===== config.mk =====
export PLATFORM = sky130hd
export DESIGN_NAME = io_timer_intc
export DESIGN_NICKNAME = d
export VERILOG_FILES = /design/src/rtl/defines.sv /design/src/rtl/irq_edge_detect.sv /design/src/rtl/io_timer_intc.sv
export SDC_FILE = /design/constraint.sdc
export NUM_CORES = 1
export LEC_CHECK = 0
export ABC_AREA = 0
export ABC_CLOCK_PERIOD_IN_PS = 4850
export BUFFER_PORTS_ARGS = -buffer_cell sky130_fd_sc_hd__buf_2
export CAP_MARGIN = 20
export CORE_ASPECT_RATIO = 0.8
export CORE_MARGIN = 1
export CORE_UTILIZATION = 25
export CTS_CLUSTER_SIZE = 8
export DETAILED_ROUTE_END_ITERATION = 6
export GPL_TIMING_DRIVEN = 0
export PLACE_DENSITY_LB_ADDON = 0.25
export SKIP_LAST_GASP = 1
export SYNTH_ARGS = -nofsm -noshare
export SYNTH_HDL_FRONTEND = slang
export SYNTH_SLANG_ARGS = --single-unit

===== constraint.sdc =====
create_clock -name clk -period 4.85 [get_ports clk]
set_input_delay 0.2425 -clock clk [delete_from_list [all_inputs] [get_ports clk]]
set_output_delay 0.2425 -clock clk [all_outputs]
set_load 0.05 [all_outputs]

===== src/rtl/defines.sv =====
// ---------------------------------------------------------------------------
// defines: shared types and constants for the I/O timer / interrupt block.
//   scalar_t              - 32-bit I/O bus word
//   IO_TIMER_<reg>        - byte offsets of each register from BASE_ADDRESS
//   IO_TIMER_CTRL_*       - bit positions inside CTRL
//   IO_TIMER_PEND_TIMER   - PENDING / IRQ_EN bit used by the timer
// ---------------------------------------------------------------------------
package defines;

    typedef logic [31:0] scalar_t;

    localparam logic [4:0] IO_TIMER_COUNT   = 5'h00;
    localparam logic [4:0] IO_TIMER_RELOAD  = 5'h04;
    localparam logic [4:0] IO_TIMER_CTRL    = 5'h08;
    localparam logic [4:0] IO_TIMER_PENDING = 5'h0C;
    localparam logic [4:0] IO_TIMER_IRQ_EN  = 5'h10;
    localparam logic [4:0] IO_TIMER_ACK     = 5'h14;

    localparam int IO_TIMER_CTRL_ENABLE   = 0;
    localparam int IO_TIMER_CTRL_PERIODIC = 1;
    localparam int IO_TIMER_PEND_TIMER    = 0;

endpackage


===== src/rtl/irq_edge_detect.sv =====
// ---------------------------------------------------------------------------
// irq_edge_detect: two-flop synchronizer plus rising-edge detector for a
// bank of asynchronous interrupt lines.
//   clk      - system clock
//   reset    - asynchronous active-high reset, clears all flops
//   async_in - WIDTH asynchronous input lines
//   rise     - one-cycle pulse per line on a synchronized 0->1 transition
// ---------------------------------------------------------------------------
module irq_edge_detect #(
    parameter int WIDTH = 1
) (
    input  logic             clk,
    input  logic             reset,
    input  logic [WIDTH-1:0] async_in,
    output logic [WIDTH-1:0] rise
);

    logic [WIDTH-1:0] sync1;
    logic [WIDTH-1:0] sync2;
    logic [WIDTH-1:0] prev;

    always_ff @(posedge clk or posedge reset) begin
        if (reset) begin
            sync1 <= '0;
            sync2 <= '0;
            prev  <= '0;
        end else begin
            sync1 <= async_in;
            sync2 <= sync1;
            prev  <= sync2;
        end
    end

    // The pulse is combinational off the second sync stage; the consumer's
    // PENDING register is the third flop in the path.
    assign rise = sync2 & ~prev;

endmodule


===== src/rtl/io_timer_intc.sv =====
// ---------------------------------------------------------------------------
// io_timer_intc: memory-mapped 32-bit down-counting timer and edge-triggered
// interrupt controller on the non-cacheable I/O bus.
//   clk, reset     - system clock, asynchronous active-high reset
//   io_write_en    - write strobe (one cycle per access)
//   io_read_en     - read strobe (one cycle per access)
//   io_address     - byte address; bits [1:0] ignored
//   io_write_data  - write data
//   io_read_data   - registered read data, valid the cycle after io_read_en
//   ext_irq        - asynchronous external interrupt sources
//   interrupt_req  - registered level interrupt, |(PENDING & IRQ_EN)
//
// Bus protocol: every access completes in the cycle its strobe is sampled;
// there is no ready/backpressure. When both strobes are high the write is
// performed and the read returns the register contents from before it.
// ---------------------------------------------------------------------------
module io_timer_intc
    import defines::*;
#(
    parameter scalar_t BASE_ADDRESS = 32'hFFFF_0100,
    parameter int      NUM_EXT_IRQ  = 4
) (
    input  logic                   clk,
    input  logic                   reset,
    input  logic                   io_write_en,
    input  logic                   io_read_en,
    input  scalar_t                io_address,
    input  scalar_t                io_write_data,
    output scalar_t                io_read_data,
    input  logic [NUM_EXT_IRQ-1:0] ext_irq,
    output logic                   interrupt_req
);

    localparam int PW = NUM_EXT_IRQ + 1;

    localparam logic [2:0] W_COUNT   = IO_TIMER_COUNT[4:2];
    localparam logic [2:0] W_RELOAD  = IO_TIMER_RELOAD[4:2];
    localparam logic [2:0] W_CTRL    = IO_TIMER_CTRL[4:2];
    localparam logic [2:0] W_PENDING = IO_TIMER_PENDING[4:2];
    localparam logic [2:0] W_IRQ_EN  = IO_TIMER_IRQ_EN[4:2];
    localparam logic [2:0] W_ACK     = IO_TIMER_ACK[4:2];

    // Registers
    scalar_t       count;
    scalar_t       reload;
    logic          ctrl_enable;
    logic          ctrl_periodic;
    logic [PW-1:0] pending;
    logic [PW-1:0] irq_en;

    // Word-granular decode: subtracting the base lets any aligned base work.
    logic [29:0] word_off;
    logic [2:0]  word_idx;
    logic        hit;
    logic        unused_addr_bits;

    assign word_off         = io_address[31:2] - BASE_ADDRESS[31:2];
    assign word_idx         = word_off[2:0];
    assign hit              = (word_off[29:3] == '0) && (word_idx <= W_ACK);
    assign unused_addr_bits = ^io_address[1:0];

    logic wr_reload, wr_ctrl, wr_irq_en, wr_ack;
    assign wr_reload = io_write_en && hit && (word_idx == W_RELOAD);
    assign wr_ctrl   = io_write_en && hit && (word_idx == W_CTRL);
    assign wr_irq_en = io_write_en && hit && (word_idx == W_IRQ_EN);
    assign wr_ack    = io_write_en && hit && (word_idx == W_ACK);

    logic [NUM_EXT_IRQ-1:0] ext_rise;

    irq_edge_detect #(.WIDTH(NUM_EXT_IRQ)) u_edge (
        .clk      (clk),
        .reset    (reset),
        .async_in (ext_irq),
        .rise     (ext_rise)
    );

    // Timer and pending next-state. Bus writes are applied after the timer
    // step so a RELOAD or CTRL write overrides the timer's own update, while
    // the fire event itself depends only on the pre-write ENABLE.
    logic          timer_fire;
    scalar_t       count_next;
    logic          enable_next;
    logic          periodic_next;
    logic [PW-1:0] ack_mask;
    logic [PW-1:0] pending_next;

    always_comb begin
        timer_fire    = ctrl_enable && (count == '0);
        count_next    = count;
        enable_next   = ctrl_enable;
        periodic_next = ctrl_periodic;

        if (ctrl_enable) begin
            if (count == '0) begin
                if (ctrl_periodic) count_next  = reload;
                else               enable_next = 1'b0;
            end else begin
                count_next = count - 32'd1;
            end
        end

        if (wr_ctrl) begin
            enable_next   = io_write_data[IO_TIMER_CTRL_ENABLE];
            periodic_next = io_write_data[IO_TIMER_CTRL_PERIODIC];
        end
        if (wr_reload) count_next = io_write_data;

        // New events are ORed in after the acknowledge so a set wins.
        ack_mask     = wr_ack ? io_write_data[PW-1:0] : '0;
        pending_next = (pending & ~ack_mask) | {ext_rise, timer_fire};
    end

    // Read mux from current (pre-write) register values.
    scalar_t read_mux;

    always_comb begin
        read_mux = '0;
        if (hit) begin
            case (word_idx)
                W_COUNT:   read_mux = count;
                W_RELOAD:  read_mux = reload;
                W_CTRL: begin
                    read_mux[IO_TIMER_CTRL_ENABLE]   = ctrl_enable;
                    read_mux[IO_TIMER_CTRL_PERIODIC] = ctrl_periodic;
                end
                W_PENDING: read_mux[PW-1:0] = pending;
                W_IRQ_EN:  read_mux[PW-1:0] = irq_en;
                default:   read_mux = '0;
            endcase
        end
    end

    always_ff @(posedge clk or posedge reset) begin
        if (reset) begin
            count         <= '0;
            reload        <= '0;
            ctrl_enable   <= 1'b0;
            ctrl_periodic <= 1'b0;
            pending       <= '0;
            irq_en        <= '0;
            io_read_data  <= '0;
            interrupt_req <= 1'b0;
        end else begin
            count         <= count_next;
            ctrl_enable   <= enable_next;
            ctrl_periodic <= periodic_next;
            pending       <= pending_next;
            if (wr_reload) reload <= io_write_data;
            if (wr_irq_en) irq_en <= io_write_data[PW-1:0];
            if (io_read_en) io_read_data <= read_mux;
            interrupt_req <= |(pending & irq_en);
        end
    end

endmodule


==> impl_metrics.sql, run 1 <==
INSERT INTO impl_metrics (metric_group, metric, value, unit) VALUES
('global_route', 'grt_max_degree', '74', ''),
('place', 'placed_cell_area', '0.00801', 'mm^2'),
('final_layout', 'final_common_cell', 'dfrtp_1', ''),
('worst_setup_path', 'worstPathRequired', '5.19', 'ns'),
('worst_setup_path', 'critical_path_class', 'reg2reg', ''),
('worst_setup_path', 'setup.worst_path.end_class', 'register', ''),
('clock_tree', 'holdBufCountCts', '5', ''),
('sta', 'timing.final.crit_period', '3.51', 'ns'),
('worst_setup_path', 'largest_fanout_of_any_net_on_the_critical_path', '10', ''),
('clock_tree', 'worstSkewPairLatency', '0.42', 'ns'),
('global_route', 'grt_first_pass_wirelength', '33300', 'um'),
('clock_tree', 'cts_tree', 'done', ''),
('run_status', 'run_status', 'completed', ''),
('clock_tree', 'cts_resized', '0', ''),
('sta', 'worst-slew-pin-transition', '0.894', 'ns'),
('synthesis', 'netlist.area_leader.share', '43.3', '%'),
('sta', 'timing.setup.tns', '0', 'ns'),
('sta', 'worst_hold_margin', '0.0565', 'ns'),
('sta', 'finClkSkew', '0.0120', 'ns'),
('synthesis', 'asyncSetResetFlopFracSynth', '100', '%'),
('worst_setup_path', 'timing.reg2reg.setup_slack', '1.34', 'ns'),
('worst_setup_path', 'worst_reg2reg_path_depth', '7', ''),
('route', 'drtPass1Iterations', '5', ''),
('synthesis', 'seq_area_frac_synth', '43.3', '%'),
('place', 'gp_congestion', '0.858', ''),
('synthesis', 'ys_ff_latch', '121', ''),
('synthesis', 'largest_area_contributor_in_the_netlist', 'dfrtp_1', ''),
('global_route', 'number_of_global_route_vias_before_repair', '5715', ''),
('synthesis', 'postSynthNetCount', '771', ''),
('min_path', 'worst_hold_path.num_cells', '3', ''),
('global_route', 'grt_use_met2', '22.0', '%'),
('worst_setup_path', 'worstReg2RegStart', 'count[2]', ''),
('floorplanning', 'num_rows', '54', ''),
('place', 'preCtsSetupSlack', '1.34', 'ns'),
('clock_tree', 'clkTransAtPathRegs', '0.06', 'ns'),
('global_route', 'groute.layer.met1.usage', '22.3', '%'),
('final_layout', 'postLayoutCellArea', '0.00865', 'mm^2'),
('min_path', 'hold_end', 'count[13]', ''),
('sta', 'setup_viol', '0', ''),
('sta', 'report.final.slew_viol_count', '0', ''),
('sta', 'maxSlewHeadroom', '40.1', '%'),
('place', 'placed_cells', '1163', ''),
('sta', 'grt_setup_unrepaired', 'false', ''),
('global_route', 'gr-total-overflow', '0', ''),
('global_route', 'antenna_found_initial', '2', ''),
('power_and_ir_drop', 'irDropWorstVdd', '0.000218', 'V'),
('place', 'detailedPlacementHpwl', '15600', 'um'),
('route', 'routed_wirelength', '21000', 'um'),
('global_route', 'grt_most_used_layer', 'met1', ''),
('synthesis', 'post_synth_num_cell_types', '64', ''),
('clock_tree', 'cts.root.buffer_cell', 'clkbuf_16', ''),
('clock_tree', 'postCtsSetupRepairBufs', '0', ''),
('power_and_ir_drop', 'p_leak', '4.04', 'nW'),
('clock_tree', 'numClockSinks', '121', ''),
('floorplanning', 'height_of_the_die', '152', 'um'),
('worst_setup_path', 'reg2reg_to', 'count[23]', ''),
('min_path', 'hold_path.class', 'in2reg', ''),
('worst_setup_path', 'worst-endpoint-arrival', '3.85', 'ns'),
('clock_tree', 'htree_levels', '4', ''),
('synthesis', 'synth_warnings', '0', ''),
('power_and_ir_drop', 'power_density', '281', 'mW/mm^2'),
('place', 'port_bufs', '100', ''),
('synthesis', 'synthesis.area_per_instance', '10.1', 'um^2'),
('route', 'dr.first_iter.drc_count', '306', ''),
('route', 'drc', '0', ''),
('final_layout', 'layout-area-overhead-vs-synth', '23.7', '%'),
('synthesis', 'synth_cells', '696', ''),
('floorplanning', 'die_w', '189', 'um'),
('min_path', 'min_from', 'io_write_data[13]', ''),
('sta', 'maximum_frequency_from_static_timing_analysis', '285', 'MHz'),
('clock_tree', 'cts_buffer_depth', '2', '');
[area by class of cell]
type                       instances  area, um^2
sequential                       121        3030
buffer                            40         189
tap                              364         455
antenna                            1        2.50
clock inverter                     6        88.8
timing repair buffer             108         591
multi-input combinational        452        3480
fill                            2884       18700
inverter                          83         317
clock buffer                      23         508
[power by group]
| group | internal (W) | total [W] | leakage (nW) | switching (W) |
|---|---|---|---|---|
| Sequential | 0.00102 | 0.00102 | 1.53 | 0.00000151 |
| Combinational | 0.0000515 | 0.000144 | 2.22 | 0.0000927 |
| Clock | 0.000828 | 0.00127 | 0.289 | 0.000441 |
| Total | 0.00190 | 0.00243 | 4.04 | 0.000535 |
[synthesized netlist by cell type, types with 3 or more instances]
cell type	instances
nand2_1	54
a31oi_1	6
or3_1	13
a22oi_1	5
nand4_1	9
ha_1	3
nor4_1	11
nor4b_1	3
buf_1	3
inv_1	83
nor3_1	14
nor2b_1	3
or4_1	7
o21a_1	7
nor2_1	16
o22ai_1	49
and3_1	4
xor2_1	6
clkbuf_1	28
o21ai_0	19
mux2i_1	31
a22o_1	27
a2bb2oi_1	18
nor3b_1	3
dfrtp_1	121
o22a_1	8
mux2_2	10
nand2b_1	4
a21oi_1	24
nand3_1	16
buf_6	4
buf_2	4
mux2_4	40
[flip-flops by register name, summed over array words and instances, names as in the netlist]
register and flops:
ctrl_periodic 1, pending 5, io_read_data 32, u_edge.prev 4, irq_en 5, count 32
reload 32, u_edge.sync1 4, u_edge.sync2 4, ctrl_enable 1, interrupt_req 1
[metrics by stage]
step           total power (W)  util [%]
2_1_floorplan          0.00110         -
3_3_place_gp           0.00117      29.1
3_5_place_dp           0.00118      29.3
4_1_cts                0.00246      31.6
5_1_grt                0.00252      31.6
6_report               0.00243      31.6
[layer usage]
layer  up-vias  wire length (um)
met4         2               244
li1       2829                 -
met2       145              8950
met3        20              1040
met5         -                10
met1      2867             10700
[cell families (layout without fill, tap and decap cells)]
logic type | Yosys count | in the layout | share of synthesized area, %
AO/OA/AOI/OAI | 189 | 189 | 19.8
XOR/XNOR | 8 | 8 | 1.00
adder cells (fa/ha/maj) | 3 | 3 | 0.536
buffers and inverters | 123 | 260 | 7.15
flip-flops | 121 | 121 | 43.3
multiplexers | 82 | 82 | 14.9
other | 0 | 1 | 0
AND/OR/NAND/NOR | 170 | 170 | 13.3
[critical path: stages, from the launching register on]
cell      delay, ns
dfrtp_1        0.45
nor3_1         0.76
nand3b_2       0.37
o41ai_4        0.61
buf_2          0.34
buf_1          0.55
o22ai_1        0.18
mux2i_1        0.18
[how the worst max path moves through the flow]
stage | start | endpoint | slack (ns) | cells after the start
floorplan | reset | count[0] | 1.39 | 1
global placement | reset | count[12] | -0.41 | 2
detailed placement | count[2] | count[23] | 1.34 | 7
CTS | count[2] | count[23] | 1.32 | 7
global route | count[2] | count[23] | 1.09 | 7
finish | count[2] | count[23] | 1.34 | 7
(Power assumes the default switching activity.)
==> run 2: changes to the inputs <==
Settings changed: ABC_CLOCK_PERIOD_IN_PS 4850 to 3100.
Clock period 4.85 ns to 3.1 ns, I/O delays scaled along.
==> impl_metrics.sql, run 2 (synthesis gave the netlist of run 1 again) <==
INSERT INTO impl_metrics (metric_group, metric, value, unit) VALUES
('final_layout', 'num-fill-cells', '2850', ''),
('flow_run', 'maxCapViolations', '0', ''),
('worst_setup_path', 'critical_path_class', 'reg2reg', ''),
('clock_tree', 'cts_buffer_depth', '2', ''),
('clock_tree', 'cts.root.buffer_cell', 'clkbuf_16', ''),
('global_route', 'grt_first_pass_wirelength', '34000', 'um'),
('final_layout', 'multi_input_area', '0.00352', 'mm^2'),
('final_layout', 'drive_gt1_share', '25.3', '%'),
('min_path', 'worst_hold_path.num_cells', '3', ''),
('route', 'viasPerCell', '4.86', ''),
('sta', 'worst_hold_margin', '0.0112', 'ns'),
('clock_tree', 'htree_levels', '4', ''),
('place', 'detailedPlacementHpwl', '15700', 'um'),
('final_layout', 'count_of_non_filler_cells_in_the_finished_layout', '1233', ''),
('floorplanning', 'num_rows', '54', ''),
('worst_setup_path', 'worst_reg2reg_path_depth', '9', ''),
('power_and_ir_drop', 'p_leak', '4.20', 'nW'),
('sta', 'worst-slew-pin-transition', '0.907', 'ns'),
('clock_tree', 'numClockSinks', '121', ''),
('global_route', 'gr-total-overflow', '0', ''),
('sta', 'report.final.slew_viol_count', '0', ''),
('final_layout', 'design.final.nets', '932', ''),
('place', 'gp_congestion', '0.856', ''),
('clock_tree', 'cts_tree', 'done', ''),
('clock_tree', 'clkTransAtPathRegs', '0.06', 'ns'),
('floorplanning', 'fp.coreArea', '0.0274', 'mm^2'),
('floorplanning', 'height_of_the_die', '152', 'um'),
('worst_setup_path', 'worst-endpoint-arrival', '3.23', 'ns'),
('global_route', 'grt.total_usage', '15.5', '%'),
('floorplanning', 'floorplan.initialDensity', '25.6', '%'),
('min_path', 'min_from', 'io_write_data[2]', ''),
('worst_setup_path', 'worstReg2RegStart', 'count[5]', ''),
('worst_setup_path', 'reg2reg_to', 'count[26]', ''),
('route', 'dr_total_vias', '5989', ''),
('route', 'routed_wirelength', '21400', 'um'),
('sta', 'finalCritPeriodShare', '92.9', '%'),
('sta', 'finClkSkew', '0.00845', 'ns'),
('route', 'dr.first_iter.drc_count', '312', ''),
('worst_setup_path', 'setup.worst_path.end_class', 'register', ''),
('final_layout', 'most_frequent_cells_in_the_layout', '121 x dfrtp_1, 105 x buf_2, 82 x inv_1, 54 x nand2_1, 49 x o22ai_1', ''),
('sta', 'timing.final.crit_period', '2.88', 'ns'),
('floorplanning', 'design.die.area', '0.0287', 'mm^2'),
('run_status', 'run_status', 'completed', ''),
('worst_setup_path', 'worst_setup_path_start_kind', 'register', ''),
('sta', 'maxSlewHeadroom', '39.4', '%'),
('route', 'drtPass1Iterations', '5', ''),
('place', 'placed_cells', '1164', ''),
('place', 'preCtsSetupSlack', '-0.425', 'ns'),
('place', 'port_bufs', '100', ''),
('clock_tree', 'tritoncts.num_buffers', '17', ''),
('clock_tree', 'worstSkewPairLatency', '0.43', 'ns'),
('final_layout', 'final_common_cell', 'dfrtp_1', ''),
('power_and_ir_drop', 'irDropWorstVdd', '0.000388', 'V'),
('route', 'drc', '0', ''),
('power_and_ir_drop', 'power_density', '435', 'mW/mm^2'),
('sta', 'timing_hold_violations_final', '0', ''),
('floorplanning', 'io_pins', '105', ''),
('sta', 'layout_setup_ws', '0.221', 'ns'),
('worst_setup_path', 'largest_fanout_of_any_net_on_the_critical_path', '10', ''),
('worst_setup_path', 'worstPathRequired', '3.45', 'ns'),
('sta', 'grt_setup_unrepaired', 'true', ''),
('global_route', 'grt_max_degree', '41', ''),
('sta', 'setup_viol', '0', ''),
('final_layout', 'largestRegisters', 'count (32), io_read_data (32), reload (32)', ''),
('min_path', 'hold_end', 'count[2]', ''),
('route', 'detail-route-antenna-nets', '0', ''),
('global_route', 'number_of_global_route_vias_before_repair', '5973', ''),
('min_path', 'hold_path.class', 'in2reg', ''),
('global_route', 'antenna_found_initial', '3', ''),
('sta', 'maximum_frequency_from_static_timing_analysis', '347', 'MHz'),
('worst_setup_path', 'timing.reg2reg.setup_slack', '0.22', 'ns'),
('final_layout', 'area.sequential', '0.00303', 'mm^2'),
('floorplanning', 'die_w', '189', 'um'),
('route', 'detail_route.wl_per_cell', '17.4', 'um'),
('final_layout', 'layout-area-overhead-vs-synth', '29.5', '%');
==> run 2: cell types whose count changed in the layout (fill, tap and decap cells not counted), sizes merged <==
| cell | previous run | this run |
|---|---|---|
| bufinv | 2 | 3 |
| inv | 83 | 82 |
| buf | 115 | 122 |
| clkbuf | 51 | 52 |
| dlygate4sd3 | 5 | 32 |
==> run 2: repair_timing <==
item,in CTS,in global routing
setup endpoints to repair,30,35
hold buffers,32,0
gates resized for setup,3,4
hold endpoints to repair,84,0
pin swaps,2,2
buffers inserted,0,6
==> run 2: report_power, final <==
part	total (W)	leakage [nW]	switching, W	internal [W]
logic	0.000257	2.36	0.000150	0.000107
registers	0.00159	1.53	0.00000220	0.00159
clock network	0.00210	0.304	0.000716	0.00138
==> run 2: critical path, cell delays in order (launching register included) <==
cell and delay (ns):
dfrtp_1 0.47, nor4_4 0.40, nand4_1 0.13, buf_4 0.19
clkbuf_1 0.22, o41a_1 0.58, clkbuf_1 0.36, o21ai_0 0.17
o21ai_0 0.14, mux2i_1 0.14
==> run 2: layout make-up <==
class,count,area share (%)
diodes,1,0.0276
plain buffers,40,2.11
clock buffers,24,5.64
clock inverters,6,1.23
inverters,83,3.48
multi-input cells,452,38.8
flip-flops and latches,121,33.4
well taps,364,5.02
repair buffers,142,10.3
==> run 2: worst max path at each step <==
stage / endpoint / startpoint / depth (start not counted)
global placement: count[13] / count[2] / 7
global route: count[26] / count[9] / 9
CTS: count[26] / count[5] / 8
finish: count[26] / count[5] / 9
detailed placement: count[13] / count[2] / 7
floorplan: count[25] / count[2] / 8
==> run 2: routing by layer <==
| layer | wire, um | global-route usage [%] | vias to the layer above |
|---|---|---|---|
| li1 | - | - | 2898 |
| met1 | 10800 | 21.9 | 2929 |
| met2 | 9230 | 22.9 | 133 |
| met3 | 1110 | 4.08 | 25 |
| met4 | 288 | 4.92 | 4 |
| met5 | 31 | 0 | - |
==> run 2: per-stage QoR <==
| stage | power (W) | TNS (ns) | area (um^2) | utilization [%] |
|---|---|---|---|---|
| finish | 0.00395 | 0 | 9070 | 33.1 |
| global route | 0.00409 | -0.0752 | 9060 | 33.1 |
| CTS | 0.00400 | 0 | 8990 | 32.8 |
| detailed placement | 0.00185 | -9.46 | 8040 | 29.4 |
| global placement | 0.00184 | -10.27 | 7960 | 29.1 |
| floorplan | 0.00173 | 0 | 7000 | - |
